## src/rtl/seq_detect_pkg.sv

```systemverilog
// Shared constants and helpers for the parametrised sequence detector.
package seq_detect_pkg;

  localparam int SEQDET_MAX_LEN_DEF = 8;
  localparam int SEQDET_CNT_W_DEF   = 8;

  // Map a requested pattern length onto the supported range 1..max_len.
  function automatic int clamp_len(input int cfg_len, input int max_len);
    if (cfg_len < 1)       return 1;
    if (cfg_len > max_len) return max_len;
    return cfg_len;
  endfunction

endpackage

```

## src/rtl/seq_match_cnt.sv

```systemverilog
// Saturating match counter; holds at all-ones instead of wrapping.
module seq_match_cnt #(
  parameter int CNT_W = 8
)(
  input  logic             clk,
  input  logic             reset,
  input  logic             en,
  output logic [CNT_W-1:0] cnt
);

  // Count enabled cycles, saturating at the top value.
  always_ff @(posedge clk or negedge reset) begin
    if (!reset)                cnt <= '0;
    else if (en && cnt != '1)  cnt <= cnt + CNT_W'(1);
  end

endmodule

```

## src/rtl/seq_detect_param.sv

```systemverilog
// Runtime-configurable serial bit-sequence detector with registered match pulse.
// Optional saturating match counter enabled by defining SEQDET_CNT_EN.
module seq_detect_param
  import seq_detect_pkg::*;
#(
  parameter int MAX_LEN = SEQDET_MAX_LEN_DEF,
  parameter int LEN_W   = $clog2(MAX_LEN+1),
  parameter int CNT_W   = SEQDET_CNT_W_DEF
)(
  input  logic               clk,
  input  logic               reset,
  input  logic               w,
  input  logic               w_valid,
  input  logic               cfg_load,
  input  logic [MAX_LEN-1:0] cfg_pattern,
  input  logic [LEN_W-1:0]   cfg_len,
  input  logic               cfg_overlap,
  output logic               z,
  output logic [CNT_W-1:0]   match_cnt
);

  logic [MAX_LEN-1:0] hist, hist_n, pat, mask;
  logic [LEN_W-1:0]   fill, fill_n, len, len_clamped;
  logic               overlap;
  logic               match;

  assign len_clamped = LEN_W'(clamp_len(int'(cfg_len), MAX_LEN));

  // Next history/fill and match decision for the current sample.
  always_comb begin
    hist_n = {hist[MAX_LEN-2:0], w};
    fill_n = (fill == LEN_W'(MAX_LEN)) ? fill : fill + LEN_W'(1);
    mask   = '0;
    for (int i = 0; i < MAX_LEN; i++) mask[i] = (i < int'(len));
    // A simultaneous cfg_load discards the sample, so it can never match.
    match  = w_valid && !cfg_load && (fill_n >= len) &&
             ((hist_n & mask) == (pat & mask));
  end

  // Config, history and registered match pulse.
  always_ff @(posedge clk or negedge reset) begin
    if (!reset) begin
      pat     <= '0;
      len     <= LEN_W'(1);
      overlap <= 1'b1;
      hist    <= '0;
      fill    <= '0;
      z       <= 1'b0;
    end else if (cfg_load) begin
      pat     <= cfg_pattern;
      len     <= len_clamped;
      overlap <= cfg_overlap;
      hist    <= '0;
      fill    <= '0;
      z       <= 1'b0;
    end else begin
      z <= match;
      if (w_valid) begin
        hist <= hist_n;
        // Non-overlap restarts by emptying fill; stale hist bits are gated off.
        fill <= (match && !overlap) ? '0 : fill_n;
      end
    end
  end

`ifdef SEQDET_CNT_EN
  seq_match_cnt #(.CNT_W(CNT_W)) u_cnt (
    .clk   (clk),
    .reset (reset),
    .en    (match),
    .cnt   (match_cnt)
  );
`else
  assign match_cnt = '0;
`endif

endmodule

```

## config.mk

```make
export PLATFORM = sky130hd
export DESIGN_NAME = seq_detect_param
export DESIGN_NICKNAME = d
export VERILOG_FILES = /design/src/rtl/seq_detect_pkg.sv /design/src/rtl/seq_match_cnt.sv /design/src/rtl/seq_detect_param.sv
export SDC_FILE = /design/constraint.sdc
export NUM_CORES = 1
export LEC_CHECK = 0
export ABC_AREA = 1
export CAP_MARGIN = 0
export CORE_UTILIZATION = 55
export CTS_CLUSTER_DIAMETER = 50
export DETAILED_ROUTE_END_ITERATION = 10
export HOLD_SLACK_MARGIN = 0.08
export PLACE_DENSITY_LB_ADDON = 0.15
export SLEW_MARGIN = 20
export SYNTH_ARGS = -nofsm -noshare
export SYNTH_HDL_FRONTEND = slang
export SYNTH_SLANG_ARGS = --single-unit
```

## constraint.sdc

```tcl
create_clock -name clk -period 5.1 [get_ports clk]
set_input_delay 0.765 -clock clk [delete_from_list [all_inputs] [get_ports clk]]
set_output_delay 0.765 -clock clk [all_outputs]
set_load 0.02 [all_outputs]
```

After elaboration in Yosys (flattened, before gate mapping):

Cells that the tools add are included.

* bits of input ports: 18
* output and inout bits: 9
* logic and storage cells: 43
* register bits after elaboration: 25

* mux-type cells: 14
* bitwise logic cells: 2
* magnitude comparators: 11
* add/subtract/negate cells: 1
* reductions and logical operators: 7
* eq/ne operators: 2

Operator list (count)
* 2-to-1 mux 4 bit: 7
* bitwise AND 8 bit: 2
* < comparator 3 x 4 -> 1 bit (first input constant): 4
* 2-to-1 mux 7 bit: 2
* == test 8 bit: 1
* < comparator 1 x 4 -> 1 bit (first input constant): 2
* < comparator 2 x 4 -> 1 bit (first input constant): 2
* 2-to-1 mux 1 bit: 5
* adder 4 x 1 -> 4 bit (second input constant): 1
* == test 4 bit (second input constant): 1
* greater-or-equal comparator 4 bit: 1
* > comparator 4 bit (second input constant): 1
* logical AND 1 bit: 4
* < comparator 4 x 1 -> 1 bit (second input constant): 1
* zero test 1 bit: 2
* nonzero test 2 bit: 1

Depth between registers and ports, before layout:

* depth in word-level cells: 9
* mapped depth: 13
* depth with buffers taken out: 13

Worst setup path after synthesis:

No wires, ideal clock.

* kind: register to register
* from: register fill[0]
* to: register fill[0]
* cell stages (with the launch flop): 14
* slack: 3.237 ns
* arrival: 1.746 ns
* data required time: 4.983 ns
* path buffers: 0
* library setup time: 0.117 ns
* path through: dfrtp_1 inv_1 ha_1 nand2_1 nor2_1 xor2_1 ha_1 inv_1 nand2_1 a21oi_1 o21ai_0 nand4_2 nand2_1 nand2_1

* word-level cells in the longest chain between the ends: 9

Ends and longest elaborated chain
* start, declared: line seq_detect_param.sv:23 `logic [LEN_W-1:0] fill, fill_n, len, len_clamped;`
* start signal, assigned: line seq_detect_param.sv:61 `fill <= (match && !overlap) ? '0 : fill_n;`
* adder 4 x 1 -> 4 bit or == test 4 bit (tied branches): line seq_detect_param.sv:32 `fill_n = (fill == LEN_W'(MAX_LEN)) ? fill : fill + LEN_W'(1);`
* 2-to-1 mux 4 bit *: line seq_detect_param.sv:32
* greater-or-equal comparator 4 bit: line seq_detect_param.sv:36 `match = w_valid && !cfg_load && (fill_n >= len) &&`
* logical AND 1 bit (2 in a row): line seq_detect_param.sv:36
* logical AND 1 bit: line seq_detect_param.sv:61
* 2-to-1 mux 4 bit *: line seq_detect_param.sv:61
* 2-to-1 mux 4 bit *: line seq_detect_param.sv:58 `if (w_valid) begin`
* 2-to-1 mux 4 bit *: line seq_detect_param.sv:49 `end else if (cfg_load) begin`

Mark *: on every way between the ends. The rest lies on a longest branch, timed or not. The select of a mux whose other input is x is not followed.
A chain may end at the register's enable or synchronous reset.

Worst setup path after layout:

* from: register fill[0]
* to: register fill[1]

The elaborated chain is that of the path after synthesis.

==> metrics list <==
* Run status: finished, final reports clean
- Final-layout setup total negative slack: 0 ns
- Maximum vdd drop: 0.0001463 V
- The final hold violation count came to 0.
* Metal-1 WL: 1139 um
* Count of boundary I/O pins: 27
- After floorplanning, the core was divided into 17 placement rows.
- The worst setup path is launched from a register.
- Worst-skew pair later-pin latency: 0.31 ns
- Estimated wirelength of the detail-placed design: 2033 um
* Final #Nets: 230
* Most frequent cell after synthesis: nand2_1
* Final Max Slew Viols: 0
- Via count of the first global-routing pass: 1127
- Drt initial violations: 25
- Die Height: 52.48 um
- A synthesized cell averages 7.494 um2.
* Number of enable-type register cells in the synthesized netlist: 0
* Max layer used: met4
* CP endpoint kind: register
- Aggregate routed wire length: 2536 um
- For this configuration, the core starts out at a cell density of 61.00%.
* Postcts setup bufs: 0
- The count of buffers added on input and output ports is 18.
- During synthesis, Yosys emitted a total of 0 warnings.
- Area taken by flip-flops and latches: 628.1 um2
* Shortest clock period the worst path allows after layout: 2.113 ns
* Maximum root-to-sink buffer count: 2
- In this run the static leakage power is 0.8380 nW.
* Overall Global Routing Usage: 23.14%
* Residual DRC count: 0
- Required @ worst endpoint: 5.32 ns
* Share of post-route cells with drive strength above 1: 5.366%
- In this run the power density over the cells is 238.9 nW/um2.
- Synthesis produced 187 cells.
- In this run the worst path has a maximum fanout of 5.
* TritonCTS clock tree: done
- Number of distinct standard cells referenced by the synthesized netlist: 20
- The most used flip-flop cell after synthesis is dfrtp_1.
- Worst Skew: 0.002805 ns
* CTS HTree Levels: 1
- Fraction of the cycle the final worst path needs: 41.42%
- Data arrival time of the critical path: 2.34 ns
- The repair_antennas step left the layout with diodes totalling 0.
- The number of antenna violations at the first check in global routing is 0.
- Synth top area cells: dfrtp_1 (41%), nand2_1 (16%), inv_1 (8.8%)
* Kind of critical path: reg2reg
- Largest net degree at the start of global routing: 26
* First-pass GRT wire length: 4595 um
- The first detailed-routing pass ran for 4 iterations.
- Number of violations of the max-capacitance limit: 0
* Leading area contributor after synthesis: dfrtp_1
- Flops & latches, synth: 25
* Transition time at the pin with the least slew margin: 0.6123 ns
* Count of antenna-violating nets left after detailed routing: 0
* Share of async-settable or async-resettable flops after synthesis: 100.0%
- Worst slew margin relative to its limit: 59.05%
- Wirelength per Cell: 10.88 um
- At the end of routability-driven placement, the weighted congestion stood at 0.8365.
- Die outline width: 52.48 um
- Setup violations remaining at the end of the flow were counted as 0.
- CTS buffer count: 3
- Non-filler instance count after layout: 233
- In this run the worst hold path is classified as in2async.
* Total met3 wirelength after detailed routing: 161 um
- Filler Cells Inserted: 209
- Combined area of all synthesized cells: 1401 um2
- Top cells by count, synth: nand2_1 (59), inv_1 (33), dfrtp_1 (23), nor2_1 (14)
- Sequential element share of the synthesized area: 44.82%
* RSZ-0062 raised after global routing: no
* Number of placed instances, taps included: 229
* Die outline area: 2754 um2
- The routed design uses 1197 um of met2 wire.
- Gates resized during post-CTS repair numbered 0.
- Area of the core region: 2297 um2
* Area fraction of the dominant cell type after synthesis: 41.07%
- Number of buffers inserted by hold repair at cts: 0
* Buffer type at the clock tree root: clkbuf_4
* Vias: 1151
- In the routed layout, each cell is associated on average with a via count of 4.940.
- Clock transition time at the flip-flop clock pins of the worst setup and hold paths: 0.13 ns
- Global routing finished with a remaining overflow of 0.
- Multi-input logic area: 599.3 um2
* Area grow syn2layout: 13.57%
- The design draws 0.3802 mW.
- Max Freq: 473.3 MHz
* Clock Sinks: 25
[layer usage]
metal | GRT usage, % | vias up
li1 | - | 596
met1 | 29.10 | 508
met2 | 39.66 | 42
met3 | 3.478 | 5
met4 | 8.772 | 0
met5 | 0 | -
[state kept, by name, indices dropped and copies added, names as in the netlist]
register  flops
fill          4
z             1
hist          7
len           4
pat           8
overlap       1
[through the flow]
step           utilization (%)  setup WS (ns)  cell area [um2]  hold WS (ns)
5_1_grt                  69.28          2.774             1592        0.4331
3_3_place_gp             68.36          2.710             1570        0.4795
4_1_cts                  69.50          3.005             1597        0.5149
6_report                 69.28          2.987             1592        0.4037
3_5_place_dp             68.36          2.707             1570        0.4844
2_1_floorplan                -          3.237             1428        0.4623
[layout make-up]
type,instances,share of cell area [%]
Clock buffer,4,1.651
Inverter,34,8.019
Multi-Input combinational cell,124,37.66
Timing Repair Buffer,18,11.01
Tap cell,28,2.201
Sequential cell,25,39.47
[cells in the final DEF (no fill, tap or decap)]
cell             instances
nand4_2                  1
clkbuf_4                 3
o21ai_0                  9
dfstp_2                  2
nor2_2                   2
ha_1                     6
clkbuf_1                 1
nand3_1                  8
nor2_1                  14
o22ai_1                  9
a21oi_1                  4
conb_1                   8
xnor2_1                  1
buf_2                    1
inv_2                    1
xor2_1                   2
and3_2                   1
nand2_1                 59
inv_1                   33
dfrtp_1                 23
clkdlybuf4s50_1         17
[cell families (layout without fill, tap and decap cells)]
family                   Yosys count  count (layout)  share of synthesized area, %
AND/OR/NAND/NOR                   85              85                         24.73
buffers and inverters             45              56                         14.29
other                              1               8                        0.2676
flip-flops                        25              25                         44.82
XOR/XNOR                           3               3                         1.875
AO/OA/AOI/OAI                     22              22                         8.660
adder cells (fa/ha/maj)            6               6                         5.357
[critical path, cell delays in order (launching register included)]
cell and delay [ns]:
dfrtp_1 0.46, inv_1 0.07, ha_1 0.20, nand2_1 0.09
nor2_1 0.06, xor2_1 0.16, ha_1 0.29, inv_1 0.03
nand2_1 0.05, a21oi_1 0.05, o21ai_0 0.25, nand4_2 0.18
nand2_1 0.09, nand2_1 0.05
[report_power, final]
| part | leakage (nW) | switching, mW | internal [mW] |
|---|---|---|---|
| Sequential | 0.321 | 0.00982 | 0.211 |
| Clock | 0.0150 | 0.0561 | 0.0306 |
| Combinational | 0.502 | 0.0431 | 0.0299 |
| Total | 0.838 | 0.109 | 0.271 |
[worst paths after layout]
kind,from,to,slack (ns),depth (start not counted)
worst max-delay path,fill[0],fill[1],2.99,13
worst max register to register,fill[0],fill[1],2.99,13
worst min register to register,pat[5],pat[5],0.51,2
min in group clk,pat[5],pat[5],0.51,2
max in group asynchronous,reset,len[0],4.33,1
worst min-delay path,reset,pat[2],0.40,1
Note: power is estimated with default switching activity, not from simulation.
